`config.mk`:
```
export PLATFORM = sky130hd
export DESIGN_NAME = sample_sequencer
export DESIGN_NICKNAME = d
export VERILOG_FILES = /design/src/rtl/sample_sequencer.sv
export SDC_FILE = /design/constraint.sdc
export NUM_CORES = 1
export LEC_CHECK = 0
export BUFFER_PORTS_ARGS = -buffer_cell sky130_fd_sc_hd__buf_2
export CAP_MARGIN = 20
export CORE_ASPECT_RATIO = 0.9
export CORE_MARGIN = 2
export CORE_UTILIZATION = 45
export DETAILED_ROUTE_END_ITERATION = 10
export GPL_TIMING_DRIVEN = 0
export PLACE_DENSITY = 0.6
export SLEW_MARGIN = 10
export SYNTH_ARGS = -nofsm -noshare
export SYNTH_HDL_FRONTEND = slang
export SYNTH_SLANG_ARGS = --single-unit
export TNS_END_PERCENT = 5
```
`constraint.sdc`:
```
create_clock -name clk -period 12.35 [get_ports clk]
set_input_delay 1.235 -clock clk [delete_from_list [all_inputs] [get_ports clk]]
set_output_delay 1.235 -clock clk [all_outputs]
set_load 0.005 [all_outputs]
```
`src/rtl/sample_sequencer.sv`:
```
// sample_sequencer: presents stored training vectors to a neuron, one sample
// every HOLD_CYCLES clocks, looping over the active samples for MAX_EPOCHS epochs.
// Ports: clk/rst_n (sync, active-low); wr_* table write port (idle/done only);
//        start/num_samples/pause control; in_vec/expected/sample_strobe/
//        sample_idx/epoch/busy/done registered outputs.
module sample_sequencer #(
  parameter int N_INPUTS    = 32,
  parameter int N_SAMPLES   = 16,
  parameter int HOLD_CYCLES = 4,
  parameter int MAX_EPOCHS  = 1000,
  localparam int IW = (N_SAMPLES > 1) ? $clog2(N_SAMPLES) : 1,
  localparam int HW = (HOLD_CYCLES > 1) ? $clog2(HOLD_CYCLES) : 1
) (
  input  logic                clk,
  input  logic                rst_n,
  input  logic                wr_en,
  input  logic [IW-1:0]       wr_addr,
  input  logic [N_INPUTS-1:0] wr_data,
  input  logic                wr_expected,
  input  logic [IW:0]         num_samples,
  input  logic                start,
  input  logic                pause,
  output logic [N_INPUTS-1:0] in_vec,
  output logic                expected,
  output logic                sample_strobe,
  output logic [IW-1:0]       sample_idx,
  output logic [15:0]         epoch,
  output logic                busy,
  output logic                done
);

  typedef enum logic [1:0] {S_IDLE, S_RUN, S_PAUSED, S_DONE} state_t;

  localparam logic [31:0] MAX_E = MAX_EPOCHS;

  // Sample table: deliberately outside the reset domain so contents survive rst_n.
  logic [N_INPUTS-1:0] tbl_vec_q [N_SAMPLES];
  logic                tbl_exp_q [N_SAMPLES];

  state_t              state_q, state_d;
  logic [HW-1:0]       hold_q, hold_d;
  logic [IW-1:0]       idx_q, idx_d;
  logic [15:0]         epoch_q, epoch_d;
  logic [IW:0]         count_q, count_d;
  logic [N_INPUTS-1:0] vec_q, vec_d;
  logic                exp_q, exp_d;
  logic                strobe_q, strobe_d;
  logic                busy_q, busy_d;
  logic                done_q, done_d;

  logic                start_ok;
  logic                idx_last;
  logic                hold_last;
  logic [15:0]         epoch_inc;
  logic [IW-1:0]       idx_nxt;

  always_ff @(posedge clk) begin
    if (wr_en && (state_q == S_IDLE || state_q == S_DONE)) begin
      tbl_vec_q[wr_addr] <= wr_data;
      tbl_exp_q[wr_addr] <= wr_expected;
    end
  end

  always_comb begin
    start_ok  = start && (num_samples != '0) && (num_samples <= (IW+1)'(N_SAMPLES));
    idx_last  = ({1'b0, idx_q} == (count_q - (IW+1)'(1)));
    hold_last = (hold_q == HW'(HOLD_CYCLES - 1));
    epoch_inc = (epoch_q == 16'hFFFF) ? epoch_q : epoch_q + 16'd1;
    idx_nxt   = idx_q + IW'(1);

    state_d  = state_q;
    hold_d   = hold_q;
    idx_d    = idx_q;
    epoch_d  = epoch_q;
    count_d  = count_q;
    vec_d    = vec_q;
    exp_d    = exp_q;
    strobe_d = 1'b0;

    case (state_q)
      S_IDLE, S_DONE: begin
        // pause is irrelevant here; a valid start always wins.
        if (start_ok) begin
          state_d  = S_RUN;
          count_d  = num_samples;
          idx_d    = '0;
          epoch_d  = '0;
          hold_d   = '0;
          vec_d    = tbl_vec_q[0];
          exp_d    = tbl_exp_q[0];
          strobe_d = 1'b1;
        end
      end
      S_RUN: begin
        if (pause) begin
          // The cycle that sees pause does not advance the hold counter.
          state_d = S_PAUSED;
        end else if (!hold_last) begin
          hold_d = hold_q + HW'(1);
        end else begin
          hold_d = '0;
          if (idx_last) begin
            epoch_d = epoch_inc;
            if ({16'd0, epoch_inc} == MAX_E) begin
              // Finished: idx holds, epoch shows the final count.
              state_d = S_DONE;
              vec_d   = '0;
              exp_d   = 1'b0;
            end else begin
              idx_d    = '0;
              vec_d    = tbl_vec_q[0];
              exp_d    = tbl_exp_q[0];
              strobe_d = 1'b1;
            end
          end else begin
            idx_d    = idx_nxt;
            vec_d    = tbl_vec_q[idx_nxt];
            exp_d    = tbl_exp_q[idx_nxt];
            strobe_d = 1'b1;
          end
        end
      end
      S_PAUSED: begin
        if (!pause) state_d = S_RUN;
      end
      default: state_d = S_IDLE;
    endcase

    busy_d = (state_d == S_RUN) || (state_d == S_PAUSED);
    done_d = (state_d == S_DONE);
  end

  always_ff @(posedge clk) begin
    if (!rst_n) begin
      state_q  <= S_IDLE;
      hold_q   <= '0;
      idx_q    <= '0;
      epoch_q  <= '0;
      count_q  <= '0;
      vec_q    <= '0;
      exp_q    <= 1'b0;
      strobe_q <= 1'b0;
      busy_q   <= 1'b0;
      done_q   <= 1'b0;
    end else begin
      state_q  <= state_d;
      hold_q   <= hold_d;
      idx_q    <= idx_d;
      epoch_q  <= epoch_d;
      count_q  <= count_d;
      vec_q    <= vec_d;
      exp_q    <= exp_d;
      strobe_q <= strobe_d;
      busy_q   <= busy_d;
      done_q   <= done_d;
    end
  end

  assign in_vec        = vec_q;
  assign expected      = exp_q;
  assign sample_strobe = strobe_q;
  assign sample_idx    = idx_q;
  assign epoch         = epoch_q;
  assign busy          = busy_q;
  assign done          = done_q;

endmodule

```
==> out/results.txt <==
CTS tree - done
Worst setup SP type - input port
final hold vios - 0
hold_sp - hold_q[1]
area delta synth->final - 16.9%
Synth area leaders - edfxtp_1 (67%), mux4_2 (13%), dfxtp_1 (5.5%)
Detail Placement HPWL - 38500 microns
Reg2Reg Setup Slack - 8.84 ns
die height - 221 microns
Initial Utilization - 0.456
PwrDens - 169 nW/um^2
root buffer cell - clkbuf_16
post-DR vias/cell - 5.76
r2r startpoint - sample_idx[1]
R2R depth - 9
Num CTS Buffers - 59
Crit Path Max Fanout - 10
Post-synth ARST share - 0
GP Congestion - 0.831
Multi-input gate area - 6130 sq um
Req. time, crit path - 12.86 ns
antenna viol nets, final - 0
post-synth top area cell - edfxtp_1
WHS - 0.505 ns
Post-synth EDFFs - 528
DRC - 0
post-CTS setup buffer count - 0
row cnt - 79
dpl cells - 2203
grt total ovfl - 0
Max Clk Rate - 250 MHz
final design utilization - 0.533
Min-Delay Endpoint - hold_q[1]
Main synth FF type - edfxtp_1
H-tree depth - 2
clk slew on worst S/H paths - 0.06 ns
share of layout cells above drive strength 1 - 0.246
TNS Setup - 0 ns
Total GRT Usage - 0.215
Final Skew - 0.0190 ns
Port Buf Inserts - 102
Arrival @ worst endpoint - 4.51 ns
Final Non-Filler Cells - 2317
top-count cell post-synth - edfxtp_1
Seq cells post-synth - 593
die area - 54300 sq um
Core ar. - 51700 sq um
Yosys warnings - 0
fin nets - 1635
status - finished, final reports clean
Avg WL per Cell - 24.7 microns
clock sinks - 593
Avg Inst Size Synth - 17.1 sq um
most frequent cells after synthesis - edfxtp_1 (528), nand2_1 (163), mux4_2 (132)
WL final - 57300 microns
Max-cap violations - 0
Worst-Skew Late Latency - 0.63 ns
CP Class - in2reg
Tcrit/Tclk final - 0.324
max-slew violations - 0
# diodes - 0
Ports - 103
Synth Cell Area - 23600 sq um
Max IR drop VDD - 127 uV
final setup vio count - 0
static leakage - 8.74 nW
worst hold-check path type - reg2reg
synth unique cells - 58
first-pass GRT wire length - 86400 microns
First-pass DRT Iterations - 5
unrepaired setup endpoints after global routing - no
Seq/Total Area, Yosys - 0.727
crit path time final - 4.00 ns
initial antenna violation count - 2
WHS Path Cells - 2
pin count of the biggest net entering global routing - 21
Worst-Margin Slew - 1.16 ns
vias post-DR - 13300
Syn Inst Count - 1381
Worst setup EP type - register
Post-CTS Resized - 0
clk buf depth - 3
headroom to the max-slew limit - 0.223
Worst R2R End - in_vec[0]
top cell type's share of synthesized area - 0.672
# hold bufs at CTS - 0
post-synthesis net count - 1435
vias in the first global route - 13300
Die Wd - 245 microns
fillers - 4115
FF+latch area - 17200 sq um
1st-iter DRT viols - 1285
[cell type report]
cell class / instances / area share
Buffer: 82 / 0.0126
Clock buffer: 80 / 0.0616
Clock inverter: 29 / 0.00867
Inverter: 15 / 0.00204
Multi-Input combinational cell: 691 / 0.222
Sequential cell: 593 / 0.622
Tap cell: 688 / 0.0312
Timing Repair Buffer: 139 / 0.0393
[logic make-up after synthesis]
logic type	count (synthesis)	share of synthesized area
adders and majority gates	7	0.00371
and+or+nand+nor	351	0.0683
AOI/OAI and AO/OA	178	0.0484
xor gates and xnor gates	16	0.00594
muxes	139	0.129
buffers and inverters	97	0.0171
DFF	593	0.727
[state kept, by name, indices dropped and copies added (netlist names)]
register	cells
tbl_exp_q	16
done	1
count_q	5
sample_idx	4
tbl_vec_q	512
in_vec	32
state_q	2
busy	1
hold_q	2
epoch	16
sample_strobe	1
expected	1
[stage by stage]
| stage | cell area (sq um) | worst slack (ns) | total power [mW] |
|---|---|---|---|
| CTS | 27500 | 8.43 | 4.68 |
| detailed placement | 25600 | 7.76 | 2.91 |
| finish | 27600 | 8.35 | 4.65 |
| global route | 27600 | 8.17 | 4.82 |
| floorplan | 23600 | 7.93 | 2.64 |
| global placement | 25000 | 4.94 | 2.89 |
[cell usage in the layout, fill, tap and decap left out, drive strengths merged, types with 3 or more instances in the layout]
cell type and count:
clkinv 21, nand2b 8, ha 7, a22oi 3, inv 17, o21ai 79
nand3 82, dfxtp 65, clkbuf 130, xnor2 9, nand2 163, mux2i 7
xor2 7, nor4 9, or3 5, edfxtp 528, a31oi 6, o2111ai 34
mux4 132, nor3 15, and2 8, bufinv 3, and3 3, nand4 10
nor2 38, a211oi 10, buf 171, a21oi 25, o31ai 3, clkinvlp 3
[report_power, final]
group,internal [mW],switching (mW)
registers,2.29,0.0736
logic,0.168,0.341
clock network,1.02,0.756
total,3.48,1.17
[critical path: stages]
cell and delay, ns:
buf_2 0.11, nor4_1 0.33, mux2i_1 0.59, nor2_1 0.22, nor3_1 0.97, clkbuf_1 0.66, nand3_1 0.16, o2111ai_1 0.12
o21ai_1 0.10
[how the worst max path moves through the flow]
stage	end	from	cells past startpoint
6_report	in_vec[2]	num_samples[0]	9
5_1_grt	in_vec[4]	num_samples[0]	9
4_1_cts	in_vec[2]	num_samples[0]	9
3_5_place_dp	in_vec[5]	num_samples[0]	9
3_3_place_gp	tbl_vec_q[0][3]	wr_en	4
2_1_floorplan	tbl_exp_q[0]	wr_en	3
[layer usage]
metal	GRT usage	wire, microns	share of wire	up-vias
met5	0	23	0.00040	-
li1	-	-	-	5914
met3	0.0314	3420	0.060	67
met2	0.345	27500	0.48	415
met1	0.313	25400	0.44	6945
met4	0.0513	921	0.016	4
(Power assumes the default switching activity.)
